### src/rtl/apb_bridge_ctrl_if.sv
`default_nettype none
// ============================================================================
// Module   : apb_bridge_ctrl_if
// Brief    : AHB-side request and APB-side bus bundle for the bridge controller
// Revision : 1.0
// ============================================================================
interface apb_bridge_ctrl_if #(
    parameter int ADDR_W = 32,
    parameter int DATA_W = 32,
    parameter int NSLV   = 3
);
    logic              valid;
    logic              Hwrite;
    logic [ADDR_W-1:0] Haddr;
    logic [DATA_W-1:0] Hwdata;
    logic [NSLV-1:0]   tempselx;
    logic [DATA_W-1:0] Prdata;
    logic              Pready;
    logic              Pslverr;

    logic [ADDR_W-1:0] Paddr;
    logic [DATA_W-1:0] Pwdata;
    logic              Pwrite;
    logic [NSLV-1:0]   Pselx;
    logic              Penable;
    logic              Hreadyout;
    logic              Hresp;
    logic [DATA_W-1:0] Hrdata;
    logic [2:0]        CS;

    modport slave (
        input  valid, Hwrite, Haddr, Hwdata, tempselx, Prdata, Pready, Pslverr,
        output Paddr, Pwdata, Pwrite, Pselx, Penable, Hreadyout, Hresp, Hrdata, CS
    );

    modport master (
        output valid, Hwrite, Haddr, Hwdata, tempselx, Prdata, Pready, Pslverr,
        input  Paddr, Pwdata, Pwrite, Pselx, Penable, Hreadyout, Hresp, Hrdata, CS
    );
endinterface
`default_nettype wire

### src/rtl/apb_bridge_ctrl.sv
`default_nettype none
// ============================================================================
// Module   : apb_bridge_ctrl
// Brief    : AHB-to-APB bridge FSM with decode/slave-error and ACCESS timeout
// Revision : 1.0
// ============================================================================
module apb_bridge_ctrl #(
    parameter int ADDR_W  = 32,
    parameter int DATA_W  = 32,
    parameter int NSLV    = 3,
    parameter int TIMEOUT = 16
) (
    input  wire logic          clk,
    input  wire logic          rst,
    apb_bridge_ctrl_if.slave   bus
);

    localparam int                 c_cnt_w       = (TIMEOUT > 0) ? $clog2(TIMEOUT + 1) : 1;
    localparam logic [c_cnt_w-1:0] c_timeout_cnt = c_cnt_w'(TIMEOUT);

    typedef enum logic [2:0] {
        IDLE   = 3'b000,
        WWAIT  = 3'b001,
        SETUP  = 3'b010,
        ACCESS = 3'b011,
        ERR1   = 3'b100,
        ERR2   = 3'b101
    } state_t;

    state_t              cs_q,        cs_d;
    logic [ADDR_W-1:0]   haddr_h_q,   haddr_h_d;
    logic                hwrite_h_q,  hwrite_h_d;
    logic [NSLV-1:0]     sel_h_q,     sel_h_d;
    logic [ADDR_W-1:0]   paddr_q,     paddr_d;
    logic [DATA_W-1:0]   pwdata_q,    pwdata_d;
    logic                pwrite_q,    pwrite_d;
    logic [NSLV-1:0]     pselx_q,     pselx_d;
    logic                penable_q,   penable_d;
    logic                hreadyout_q, hreadyout_d;
    logic                hresp_q,     hresp_d;
    logic [DATA_W-1:0]   hrdata_q,    hrdata_d;
    logic [c_cnt_w-1:0]  wait_cnt_q,  wait_cnt_d;

    logic w_sel_onehot;
    logic w_timeout;

    assign w_sel_onehot = (bus.tempselx != '0) &&
                          ((bus.tempselx & (bus.tempselx - NSLV'(1))) == '0);
    assign w_timeout    = (TIMEOUT > 0) && (wait_cnt_q == c_timeout_cnt);

    always_comb begin
        cs_d       = cs_q;
        haddr_h_d  = haddr_h_q;
        hwrite_h_d = hwrite_h_q;
        sel_h_d    = sel_h_q;
        pwdata_d   = pwdata_q;
        hrdata_d   = hrdata_q;
        wait_cnt_d = wait_cnt_q;

        case (cs_q)
            IDLE: begin
                if (bus.valid) begin
                    haddr_h_d  = bus.Haddr;
                    hwrite_h_d = bus.Hwrite;
                    sel_h_d    = bus.tempselx;
                    if (!w_sel_onehot)   cs_d = ERR1;
                    else if (bus.Hwrite) cs_d = WWAIT;
                    else                 cs_d = SETUP;
                end
            end
            WWAIT: begin
                pwdata_d = bus.Hwdata;
                cs_d     = SETUP;
            end
            SETUP: cs_d = ACCESS;
            ACCESS: begin
                if (bus.Pready) begin
                    if (bus.Pslverr) begin
                        cs_d = ERR1;
                    end else begin
                        cs_d = IDLE;
                        if (!hwrite_h_q) hrdata_d = bus.Prdata;
                    end
                end else if (w_timeout) begin
                    cs_d = ERR1;
                end else begin
                    wait_cnt_d = wait_cnt_q + c_cnt_w'(1);
                end
            end
            ERR1:    cs_d = ERR2;
            ERR2:    cs_d = IDLE;
            default: cs_d = IDLE;
        endcase

        if (cs_d == SETUP) wait_cnt_d = '0;

        // Outputs are decoded from the next state so they register alongside it.
        paddr_d     = (cs_d == SETUP) ? haddr_h_d  : paddr_q;
        pwrite_d    = (cs_d == SETUP) ? hwrite_h_d : pwrite_q;
        pselx_d     = (cs_d == SETUP || cs_d == ACCESS) ? sel_h_d : '0;
        penable_d   = (cs_d == ACCESS);
        hreadyout_d = (cs_d == IDLE) || (cs_d == ERR2);
        hresp_d     = (cs_d == ERR1) || (cs_d == ERR2);
    end

    always_ff @(posedge clk or posedge rst) begin
        if (rst) begin
            cs_q        <= IDLE;
            haddr_h_q   <= '0;
            hwrite_h_q  <= 1'b0;
            sel_h_q     <= '0;
            paddr_q     <= '0;
            pwdata_q    <= '0;
            pwrite_q    <= 1'b0;
            pselx_q     <= '0;
            penable_q   <= 1'b0;
            hreadyout_q <= 1'b1;
            hresp_q     <= 1'b0;
            hrdata_q    <= '0;
            wait_cnt_q  <= '0;
        end else begin
            cs_q        <= cs_d;
            haddr_h_q   <= haddr_h_d;
            hwrite_h_q  <= hwrite_h_d;
            sel_h_q     <= sel_h_d;
            paddr_q     <= paddr_d;
            pwdata_q    <= pwdata_d;
            pwrite_q    <= pwrite_d;
            pselx_q     <= pselx_d;
            penable_q   <= penable_d;
            hreadyout_q <= hreadyout_d;
            hresp_q     <= hresp_d;
            hrdata_q    <= hrdata_d;
            wait_cnt_q  <= wait_cnt_d;
        end
    end

    assign bus.Paddr     = paddr_q;
    assign bus.Pwdata    = pwdata_q;
    assign bus.Pwrite    = pwrite_q;
    assign bus.Pselx     = pselx_q;
    assign bus.Penable   = penable_q;
    assign bus.Hreadyout = hreadyout_q;
    assign bus.Hresp     = hresp_q;
    assign bus.Hrdata    = hrdata_q;
    assign bus.CS        = cs_q;

endmodule
`default_nettype wire

### src/flat_wrapper.sv
// flat-port wrapper written by rule: the top's interface ports become plain ports
module apb_bridge_ctrl_flat 
#(
    parameter int ADDR_W  = 32,
    parameter int DATA_W  = 32,
    parameter int NSLV    = 3,
    parameter int TIMEOUT = 16
)
  (clk, rst, bus_valid, bus_Hwrite, bus_Haddr, bus_Hwdata, bus_tempselx, bus_Prdata, bus_Pready, bus_Pslverr, bus_Paddr, bus_Pwdata, bus_Pwrite, bus_Pselx, bus_Penable, bus_Hreadyout, bus_Hresp, bus_Hrdata, bus_CS);
  apb_bridge_ctrl_if #(.ADDR_W(ADDR_W), .DATA_W(DATA_W), .NSLV(NSLV)) bus_i ();
  input  wire logic clk;
  input  wire logic rst;
  input wire logic [$bits(bus_i.valid)-1:0] bus_valid;
  input wire logic [$bits(bus_i.Hwrite)-1:0] bus_Hwrite;
  input wire logic [$bits(bus_i.Haddr)-1:0] bus_Haddr;
  input wire logic [$bits(bus_i.Hwdata)-1:0] bus_Hwdata;
  input wire logic [$bits(bus_i.tempselx)-1:0] bus_tempselx;
  input wire logic [$bits(bus_i.Prdata)-1:0] bus_Prdata;
  input wire logic [$bits(bus_i.Pready)-1:0] bus_Pready;
  input wire logic [$bits(bus_i.Pslverr)-1:0] bus_Pslverr;
  output wire logic [$bits(bus_i.Paddr)-1:0] bus_Paddr;
  output wire logic [$bits(bus_i.Pwdata)-1:0] bus_Pwdata;
  output wire logic [$bits(bus_i.Pwrite)-1:0] bus_Pwrite;
  output wire logic [$bits(bus_i.Pselx)-1:0] bus_Pselx;
  output wire logic [$bits(bus_i.Penable)-1:0] bus_Penable;
  output wire logic [$bits(bus_i.Hreadyout)-1:0] bus_Hreadyout;
  output wire logic [$bits(bus_i.Hresp)-1:0] bus_Hresp;
  output wire logic [$bits(bus_i.Hrdata)-1:0] bus_Hrdata;
  output wire logic [$bits(bus_i.CS)-1:0] bus_CS;
  assign bus_i.valid = bus_valid;
  assign bus_i.Hwrite = bus_Hwrite;
  assign bus_i.Haddr = bus_Haddr;
  assign bus_i.Hwdata = bus_Hwdata;
  assign bus_i.tempselx = bus_tempselx;
  assign bus_i.Prdata = bus_Prdata;
  assign bus_i.Pready = bus_Pready;
  assign bus_i.Pslverr = bus_Pslverr;
  assign bus_Paddr = bus_i.Paddr;
  assign bus_Pwdata = bus_i.Pwdata;
  assign bus_Pwrite = bus_i.Pwrite;
  assign bus_Pselx = bus_i.Pselx;
  assign bus_Penable = bus_i.Penable;
  assign bus_Hreadyout = bus_i.Hreadyout;
  assign bus_Hresp = bus_i.Hresp;
  assign bus_Hrdata = bus_i.Hrdata;
  assign bus_CS = bus_i.CS;
  apb_bridge_ctrl #(.ADDR_W(ADDR_W), .DATA_W(DATA_W), .NSLV(NSLV), .TIMEOUT(TIMEOUT)) u_core (.clk(clk), .rst(rst), .bus(bus_i));
endmodule
### config.mk
export PLATFORM = sky130hd
export DESIGN_NAME = apb_bridge_ctrl_flat
export DESIGN_NICKNAME = d
export VERILOG_FILES = /design/src/rtl/apb_bridge_ctrl_if.sv /design/src/rtl/apb_bridge_ctrl.sv /design/src/flat_wrapper.sv
export SDC_FILE = /design/constraint.sdc
export NUM_CORES = 1
export LEC_CHECK = 0
export ABC_AREA = 1
export BUFFER_PORTS_ARGS = -buffer_cell sky130_fd_sc_hd__buf_2
export CORE_MARGIN = 2
export CORE_UTILIZATION = 44
export CTS_CLUSTER_SIZE = 10
export DETAILED_ROUTE_END_ITERATION = 10
export PLACE_DENSITY = 0.78
export SLEW_MARGIN = 20
export SYNTH_ARGS = -nofsm -noshare
export SYNTH_HDL_FRONTEND = slang
export SYNTH_SLANG_ARGS = --single-unit
### constraint.sdc
create_clock -name clk -period 5.33 [get_ports clk]
set_clock_uncertainty 0.15 [all_clocks]
set_input_delay 1.3325 -clock clk [delete_from_list [all_inputs] [get_ports clk]]
set_output_delay 1.3325 -clock clk [all_outputs]
set_load 0.1 [all_outputs]
# After elaboration in Yosys (flattened, before gate mapping)
# Index checks and enable logic that the tools add are counted.
# word_totals
word_cells	58
register_bits	147
input_bits	105
output_inout_bits	106
# classes
n_addsub	2
n_bitwise	3
mux	18
n_reduce_logical	11
eq_ne	11
# ops
operator	n
32-bit two-way mux	2
3-bit two-way mux	8
5-bit two-way mux	4
3-bit one-hot mux with 5 select lines	1
3-bit by 2-bit == test with 1-bit output, second input constant	4
3-bit == test, second input constant	3
3-bit zero test	3
5-bit by 1-bit adder with 5-bit output, second input constant	1
5-bit == test, second input constant	1
4-bit AND reduction	1
3-bit bitwise AND	1
3-bit by 1-bit == test with 1-bit output, second input constant	1
1-bit logical OR	3
3-bit AND reduction	1
3-bit nonzero test	1
3-bit by 1-bit subtractor with 3-bit output, second input constant	1
1-bit two-way mux	2
2-bit two-way mux	1
2-bit by 1-bit inequality test with 1-bit output, second input constant	1
2-bit inequality test, second input constant	1
1-bit inverter	2
2-bit nonzero test	1
1-bit logical AND	1

# Logic depth before layout (Yosys ltp)
# Gate-level depths: netlist of the first run.
# depth
word_depth	10
ltp_mapped	14
ltp_nobuf	13

# Least setup slack after synthesis of the first run
# Ideal clock, no wire load.
# synth_timing
path_kind	register to output
start	register u_core.cs_q[2], in the netlist u_core.bus.CS[2]
end	output port bus_CS[2]
required_ps	3848
slack_ps	2825
path_buffers	0
stages_incl_launch_ff	1
t_arrival_ps	1022
path_cell_list	dfrtp_1
# synth_rtl
item	line_no	source
start: declaration	apb_bridge_ctrl.sv:30	state_t cs_q, cs_d;
start signal: assignment	apb_bridge_ctrl.sv:122	cs_q <= cs_d;
end: declaration	flat_wrapper.sv:29	output wire logic [$bits(bus_i.CS)-1:0] bus_CS;
# No word-level cell between the ends.

# Worst setup path in the final report of the first run
# layout_timing
start	input port bus_valid
end	register u_core.paddr_q[11], in the netlist u_core.bus.Paddr[11]
# layout_via
elab_chain_len	3
# layout_lines
item	line_no	source
start: declaration	flat_wrapper.sv:13	input wire logic [$bits(bus_i.valid)-1:0] bus_valid;
3-bit two-way mux	apb_bridge_ctrl.sv:62	if (bus.valid) begin
3-bit one-hot mux with 5 select lines	apb_bridge_ctrl.sv:60	case (cs_q)
net u_core.cs_d[1]	apb_bridge_ctrl.sv:30	
3-bit by 2-bit == test with 1-bit output	apb_bridge_ctrl.sv:98	paddr_d = (cs_d == SETUP) ? haddr_h_d : paddr_q;
end signal: assignment	apb_bridge_ctrl.sv:126	paddr_q <= paddr_d;
end: declaration	apb_bridge_ctrl.sv:34	logic [ADDR_W-1:0] paddr_q, paddr_d;
# The timed path passes the listed nets, and every way through them passes these cells.
# A chain may end at the register's enable or synchronous reset.

==> results of run 1 <==
[worst min path at each step]
stage                     slack, ns            startpoint                    to
after floorplan                0.29   u_core.haddr_h_q[0]   u_core.haddr_h_q[0]
after global placement         0.31  u_core.bus.Paddr[20]  u_core.bus.Paddr[20]
after detailed placement       0.31   u_core.bus.Paddr[6]   u_core.bus.Paddr[6]
after CTS                      0.33   u_core.bus.Paddr[0]   u_core.bus.Paddr[0]
after global routing           0.35   u_core.haddr_h_q[3]   u_core.haddr_h_q[3]
final                          0.32   u_core.bus.Paddr[0]   u_core.bus.Paddr[0]
[metal layers]
layer,global-route usage (%),vias to the layer above,share of wire (%)
met1,24.8,2012,43
li1,-,2068,-
met5,0,-,0
met2,31.0,190,48
met3,5.21,19,7.1
met4,6.77,0,1.3
[kinds of logic after synthesis]
| logic type | Yosys count | share of synthesized area, % |
|---|---|---|
| adder cells (fa/ha/maj) | 2 | 0.434 |
| multiplexers | 64 | 12.5 |
| flip-flops | 147 | 63.8 |
| buffers and inverters | 44 | 4.12 |
| AND/OR/NAND/NOR | 255 | 18.0 |
| AO/OA/AOI/OAI | 7 | 0.651 |
| XOR/XNOR | 3 | 0.456 |
[cell type report]
type	count	area share [%]
timing repair buffer	213	14.4
multi-input combinational	331	24.6
sequential	147	48.9
clock buffer	23	6.35
inverter	24	1.28
tap	172	2.86
clock inverter	8	1.66
[per-stage QoR]
step	hold slack (ns)	cell area (µm²)	utilization, %	instances
3_3_place_gp	0.310	6910	54.3	886
5_1_grt	0.345	7530	59.2	918
6_report	0.322	7530	59.2	918
2_1_floorplan	0.295	5770	-	522
3_5_place_dp	0.311	6910	54.3	886
4_1_cts	0.327	7510	59.0	917
[tightest hold or removal path, stage by stage, from the launching register on]
cell	delay, ns
dfrtp_1	0.34
nand2_1	0.05
nand2_1	0.05
[cells in the final DEF (no fill, tap or decap), types with 2 or more instances in the layout]
cell type | netlist | final
clkinv_2 | 0 | 2
dfrtp_1 | 146 | 146
clkbuf_8 | 0 | 3
o21ai_0 | 3 | 3
buf_2 | 11 | 210
nand2_1 | 220 | 220
buf_4 | 3 | 2
inv_2 | 3 | 3
nor2_1 | 10 | 10
ha_1 | 2 | 2
nand3_1 | 12 | 12
clkbuf_16 | 0 | 17
xor2_1 | 3 | 3
clkbuf_1 | 0 | 3
mux2_2 | 64 | 64
nor2_2 | 3 | 3
bufinv_16 | 0 | 3
nand2_2 | 3 | 3
inv_1 | 19 | 18
clkinvlp_4 | 0 | 2
nand2_4 | 2 | 2
a21oi_1 | 2 | 2
[flip-flops by register name, indices dropped and copies added, names as in the netlist, 3 cells and up]
register           flops
u_core.sel_h_q         3
u_core.wait_cnt_q      5
u_core.bus.Hrdata     32
u_core.bus.CS          3
u_core.haddr_h_q      32
u_core.bus.Pwdata     32
u_core.bus.Pselx       3
u_core.bus.Paddr      32
==> flow_summary.toml, run 1 <==
[worst_setup_path]
timing.rr.end = "u_core.bus.Paddr[11]"
path_delay_family = "simple AND/OR/NAND/NOR gates"
cp.depth = 11
critPathMostFrequentCell = "nand2_1"
endpoint = "u_core.bus.Paddr[11]"
r2r_slack_ns = 2.47
critPathLaunchType = "primary input"
endpoint_kind = "register"
cp.arrival_ns = 3.27
critPathSlowestCell = "inv_4"
cp-startpoint = "bus_valid"
crit_fanout = 41
slowest_delay_ns = 0.41
worst-path-buf-inv = 3
criticalPathCategory = "in -> reg"
reg2reg_depth = 11
crit_chain = "buf_2 > inv_1 > nor2_2 > nand2_2 > nor2_1 > nand2_1 > nand2_4 > nand2_4 > inv_4 > nand2_1 > nand2_1"
cp.required_ns = 5.53
timing.rr.start = "u_core.bus.CS[2]"

[placed_design]
dpl.hpwl_mm = 9.13
port_buffers = 210
gp_congestion = 0.775
pre_cts_ws_ns = 1.85

[clock_network]
holdBufCountCts = 0
cts_setup_buffers = 0
cts_tree = "done"
cts_sinks = 147
clkTransAtPathRegs_ns = 0.06
numCtsBuffers = 17
h-tree-depth = 4
cts_resized = 0
clock_latency_ns = 0.41
clock_path_buffers = 2
clockRootBuffer = "clkbuf_16"

[floorplan]
core_um2 = 12700
io_pins = 211
fp.dieArea_um2 = 14000
die_x_um = 118
placementRows = 41
initial_core_util_pct = 45.3
die_h_um = 118

[layout]
antennaDiodeCount = 0
nFillCells = 1090
nets = 841
multi_input_area_um2 = 1850
register_area_um2 = 3680
syn2layout_area_growth_pct = 30.6
drive_above_1_share_pct = 43.3

[yosys]
yosys.cell_types.count = 27
yosys.area.top_type = "dfrtp_1"
syn_nets = 629
synth_common_cells = "nand2_1, dfrtp_1, mux2_2"
synthTopCellsByArea = "dfrtp_1, nand2_1, mux2_2"
synth.most_common_cell = "nand2_1"
yosys_register_bits = 147
netlist_instances = 522
ys_warn_count = 0
netlist_area_um2 = 5770
yosysSeqAreaShare_pct = 63.8
synth_edf_count = 0
synth_top_area_share_pct = 63.3
syn_avg_cell_area_um2 = 11.0
synthArstFlopShare_pct = 100
dominantRegCellSynth = "dfrtp_1"

[worst_hold_path]
hp-class = "reg -> reg"
hold_depth = 2

[routing]
wirelength_mm = 13.2
vias = 4289
wl_per_cell_um = 14.4
drt_iter0_markers = 214
drt-vias-per-instance = 4.67
route.detailed.drc = 0
drtPass1Iterations = 4
ant_nets = 0

[timing]
worst_pin_slew_ns = 0.815
slew_viol_final = 0
hold_viol = 0
period_minus_slack_ns = 3.07
tns_ns = 0
fmax_ghz = 0.326
finalCritPeriodShare_pct = 57.6
postLayoutSetupSlackWorst_ns = 2.26
grt_setup_unrepaired = "false"
relSlewSlack_pct = 45.4
finalSetupViolCount = 0

[grt]
grt_start_max_net_pins = 54
grt_pass1_wl_mm = 20.8
antenna_found_initial = 0
grt_overflow = 0
grt.total_usage_pct = 19.1
grt_pass1_vias = 4171

[run]
max_cap_viol_count = 0

[outcome]
status = "completed"
Power of run 1 is not shown: default switching activity piles up to over one toggle a cycle in this logic, so the estimate is an artifact.
==> inputs of run 2 (changes only) <==
==> constraint.sdc (replaced) <==
create_clock -name clk -period 2.8 [get_ports clk]
set_clock_uncertainty 0.15 [all_clocks]
set_input_delay 0.7 -clock clk [delete_from_list [all_inputs] [get_ports clk]]
set_output_delay 0.7 -clock clk [all_outputs]
set_load 0.1 [all_outputs]
==> run 2 against run 1 <==
  * Utilization increased by 0.28 points
  * Final cell count grew 0.44%
  * Final area increased by 0.47%
  * Critical path depth down 10
  * Critical path type is now reg -> out
  * Highest routed layer unchanged
==> flow_summary.toml, run 2 (synthesis results as in run 1) <==
[worst_hold_path]
hp-class = "in -> async"

[worst_setup_path]
path_delay_family = "flip-flops"
criticalPathCategory = "reg -> out"
crit_fanout = 6
worst-path-buf-inv = 1
cp.required_ns = 1.95
timing.rr.start = "u_core.wait_cnt_q[0]"
slowest_delay_ns = 0.51
critPathSlowestCell = "dfrtp_1"
crit_chain = "buf_2"
cp.arrival_ns = 1.43
reg2reg_depth = 12
r2r_slack_ns = 0.70
critPathLaunchType = "register"
timing.rr.end = "u_core.wait_cnt_q[2]"
endpoint_kind = "output pin"

[floorplan]
fp.dieArea_um2 = 14000
io_pins = 211
die_x_um = 118
placementRows = 41
core_um2 = 12700
initial_core_util_pct = 45.3
die_h_um = 118

[layout]
postLayoutCellArea_um2 = 7570
drive_above_1_share_pct = 43.7
nets = 845
layout_commonest_cell = "nand2_1"
final_cell_mix = "nand2_1, buf_2, dfrtp_1, mux2_2, inv_1"
utilization_pct = 59.5
syn2layout_area_growth_pct = 31.2

[timing]
finalSetupViolCount = 0
hold_viol = 0
tns_ns = 0
finalCritPeriodShare_pct = 81.4
worst_pin_slew_ns = 0.626
period_minus_slack_ns = 2.28
grt_setup_unrepaired = "false"
slew_viol_final = 0
hold_slack_ns = 0.283
fmax_ghz = 0.439
relSlewSlack_pct = 58.3

[routing]
drt-vias-per-instance = 4.62
vias = 4259
wl_per_cell_um = 13.9
drtPass1Iterations = 4
drt_iter0_markers = 217
route.detailed.drc = 0
ant_nets = 0
wirelength_mm = 12.8

[grt]
grt_overflow = 0
grt.total_usage_pct = 19.3
use_met3_pct = 5.89
grt-busiest-layer = "met2"
grt_pass1_wl_mm = 21.0
grt_start_max_net_pins = 97
grt_use_met1_pct = 25.4
use_met2_pct = 29.8
grt_pass1_vias = 4179
antenna_found_initial = 1

[placed_design]
dpl.hpwl_mm = 9.02
port_buffers = 210
gp_congestion = 0.761
placed_cell_area_um2 = 6960

[clock_network]
h-tree-depth = 4
cts_resized = 0
clock_path_buffers = 2
numCtsBuffers = 17
cts_tree = "done"
clockRootBuffer = "clkbuf_16"
clock_latency_ns = 0.41
holdBufCountCts = 0
clkTransAtPathRegs_ns = 0.06
cts_sinks = 147
cts_setup_buffers = 0

[run]
max_cap_viol_count = 0

[outcome]
status = "completed"
## run 2: cell types whose count changed in the layout (fill, tap and decap cells not counted)
cell / delta
clkinvlp_4: +1
inv_6: -1
clkbuf_1: -1
buf_4: +4
clkinv_2: +1
clkbuf_8: -2
bufinv_16: +1
diode_2: +1
## run 2: area by class of cell
class	instances	area, µm²
Inverter	24	96.3
Clock buffer	20	447
Tap cell	172	215
Timing Repair Buffer	217	1120
Sequential cell	147	3680
Fill cell	1091	5160
Antenna cell	1	2.50
Multi-Input combinational cell	331	1850
Clock inverter	10	159
## run 2: how the worst max path moves through the flow
stage / start / to / slack, ns / cells after the start
global route: u_core.bus.CS[2] / bus_CS[2] / 0.45 / 1
detailed placement: bus_valid / u_core.bus.Paddr[9] / 0.50 / 10
finish: u_core.bus.CS[2] / bus_CS[2] / 0.52 / 1
floorplan: rst / u_core.bus.CS[0] / 0.10 / 1
CTS: u_core.bus.CS[2] / bus_CS[2] / 0.49 / 1
global placement: bus_valid / u_core.bus.Paddr[16] / 0.53 / 10
## run 2: stage by stage
| stage | std cells | setup WS, ns |
|---|---|---|
| detailed placement | 891 | 0.500 |
| floorplan | 522 | 0.104 |
| global route | 922 | 0.450 |
| global placement | 891 | 0.530 |
| CTS | 921 | 0.490 |
| finish | 922 | 0.522 |
## run 2: metal layers
layer,vias up,routed length [µm]
li1,2072,-
met1,2010,5720
met3,18,875
met2,159,5970
met5,-,0
met4,0,274
Power of run 2 is left out for the same reason.
==> inputs of run 3 (changes only) <==
==> constraint.sdc (replaced) <==
create_clock -name clk -period 2 [get_ports clk]
set_clock_uncertainty 0.15 [all_clocks]
set_input_delay 0.5 -clock clk [delete_from_list [all_inputs] [get_ports clk]]
set_output_delay 0.5 -clock clk [all_outputs]
set_load 0.1 [all_outputs]
==> run 3 against run 2 <==
  * Sequential cell count unchanged
  * Critical path depth unchanged
  * Final area rose by 1.8%
  * Critical path type unchanged
  * Largest cell class unchanged
  * Clock-buffer cell count increased by 3
  * Register-to-register slack worse by 0.56 ns
  * Worst setup slack lost 0.45 ns
==> flow_summary.toml, run 3 (synthesis results as in run 1) <==
[timing]
grt_setup_unrepaired = "false"
hold_viol = 0
finalSetupViolCount = 0
period_minus_slack_ns = 1.93
slew_viol_final = 0
relSlewSlack_pct = 65.4
finalCritPeriodShare_pct = 96.4
worst_pin_slew_ns = 0.523
fmax_ghz = 0.519

[grt]
antenna_found_initial = 0
grt_overflow = 0
grt.total_usage_pct = 18.8
grt_pass1_vias = 4204
grt_pass1_wl_mm = 20.7
grt_start_max_net_pins = 53

[worst_setup_path]
critPathLaunchType = "register"
path_delay_family = "flip-flops"
crit_chain = "buf_4"
endpoint_kind = "output pin"
cp.arrival_ns = 1.28
cp.required_ns = 1.35
crit_fanout = 6
worst-path-buf-inv = 1
critPathSlowestCell = "dfrtp_1"
slowest_delay_ns = 0.50
criticalPathCategory = "reg -> out"

[layout]
final_cell_mix = "nand2_1, buf_2, dfrtp_1, mux2_2, inv_1"
syn2layout_area_growth_pct = 33.5
nFillCells = 1070
multi_input_area_um2 = 1860
register_area_um2 = 3680
antennaDiodeCount = 0
layout_commonest_cell = "nand2_1"
drive_above_1_share_pct = 44.2
utilization_pct = 60.5
nets = 852
postLayoutCellArea_um2 = 7700

[placed_design]
dpl.hpwl_mm = 9.29
placed_cell_area_um2 = 7060
gp_congestion = 0.840
port_buffers = 210

[routing]
vias = 4403
drtPass1Iterations = 4
wirelength_mm = 12.9
ant_nets = 0
drt_iter0_markers = 195
drt-vias-per-instance = 4.73
wl_per_cell_um = 13.9
route.detailed.drc = 0

[floorplan]
initial_core_util_pct = 45.3
core_um2 = 12700
io_pins = 211
die_h_um = 118
placementRows = 41
die_x_um = 118
fp.dieArea_um2 = 14000

[clock_network]
clock_path_buffers = 2
clockRootBuffer = "clkbuf_16"
clock_latency_ns = 0.41
numCtsBuffers = 17
clkTransAtPathRegs_ns = 0.06
cts_sinks = 147
cts_setup_buffers = 0
h-tree-depth = 4
cts_tree = "done"

[worst_hold_path]
hp-class = "in -> reg"

[run]
max_cap_viol_count = 0

[outcome]
status = "completed"
run 3: cell count changes in the layout (fill, tap and decap cells not counted), sizes merged:
cell,change
bufinv,-1
diode,-1
dlygate4sd3,+1
clkinvlp,-1
buf,+6
clkinv,+1
clkbuf,+3
run 3: layer usage:
| layer | part of all wire, % | GRT usage [%] | vias to the layer above |
|---|---|---|---|
| met1 | 44 | 24.5 | 2108 |
| met5 | 0 | 0 | - |
| met3 | 6.6 | 4.54 | 21 |
| met2 | 48 | 30.8 | 184 |
| met4 | 1.7 | 6.62 | 0 |
| li1 | - | - | 2090 |
run 3: through the flow:
stage	setup WS, ns	std cells	hold WS [ns]	setup TNS [ns]
floorplan	-0.496	522	0.295	-88.65
global placement	0.120	897	0.308	0
detailed placement	0.0406	897	0.310	0
CTS	0.00244	930	0.134	0
global route	0.00511	930	0.153	0
finish	0.0723	930	0.154	0
run 3: area by class of cell:
| class | instances | share of cell area, % |
|---|---|---|
| Inverter | 24 | 1.32 |
| Sequential cell | 147 | 47.8 |
| Tap cell | 172 | 2.79 |
| Clock inverter | 9 | 1.64 |
| Timing Repair Buffer | 224 | 16.0 |
| Clock buffer | 23 | 6.34 |
| Multi-Input combinational cell | 331 | 24.1 |
run 3: timing repair:
action	4_1_cts	5_1_grt
pin swaps	0	0
endpoints found under the hold margin	13	0
endpoints found under the setup margin	3	34
hold buffers	1	0
gates resized for setup	3	4
run 3: path summary, 6_finish.rpt:
kind	start	endpoint	slack, ns	cells past startpoint
hold / removal	bus_Haddr[2]	u_core.haddr_h_q[2]	0.15	3
hold reg to reg	u_core.haddr_h_q[22]	u_core.haddr_h_q[22]	0.32	2
max in group asynchronous	rst	u_core.sel_h_q[1]	0.61	4
min in group asynchronous	rst	u_core.bus.Pwdata[8]	0.50	3
setup reg to reg	u_core.wait_cnt_q[0]	u_core.wait_cnt_q[2]	0.14	12
setup / recovery	u_core.bus.CS[2]	bus_CS[2]	0.07	1
Power of run 3 is left out for the same reason.
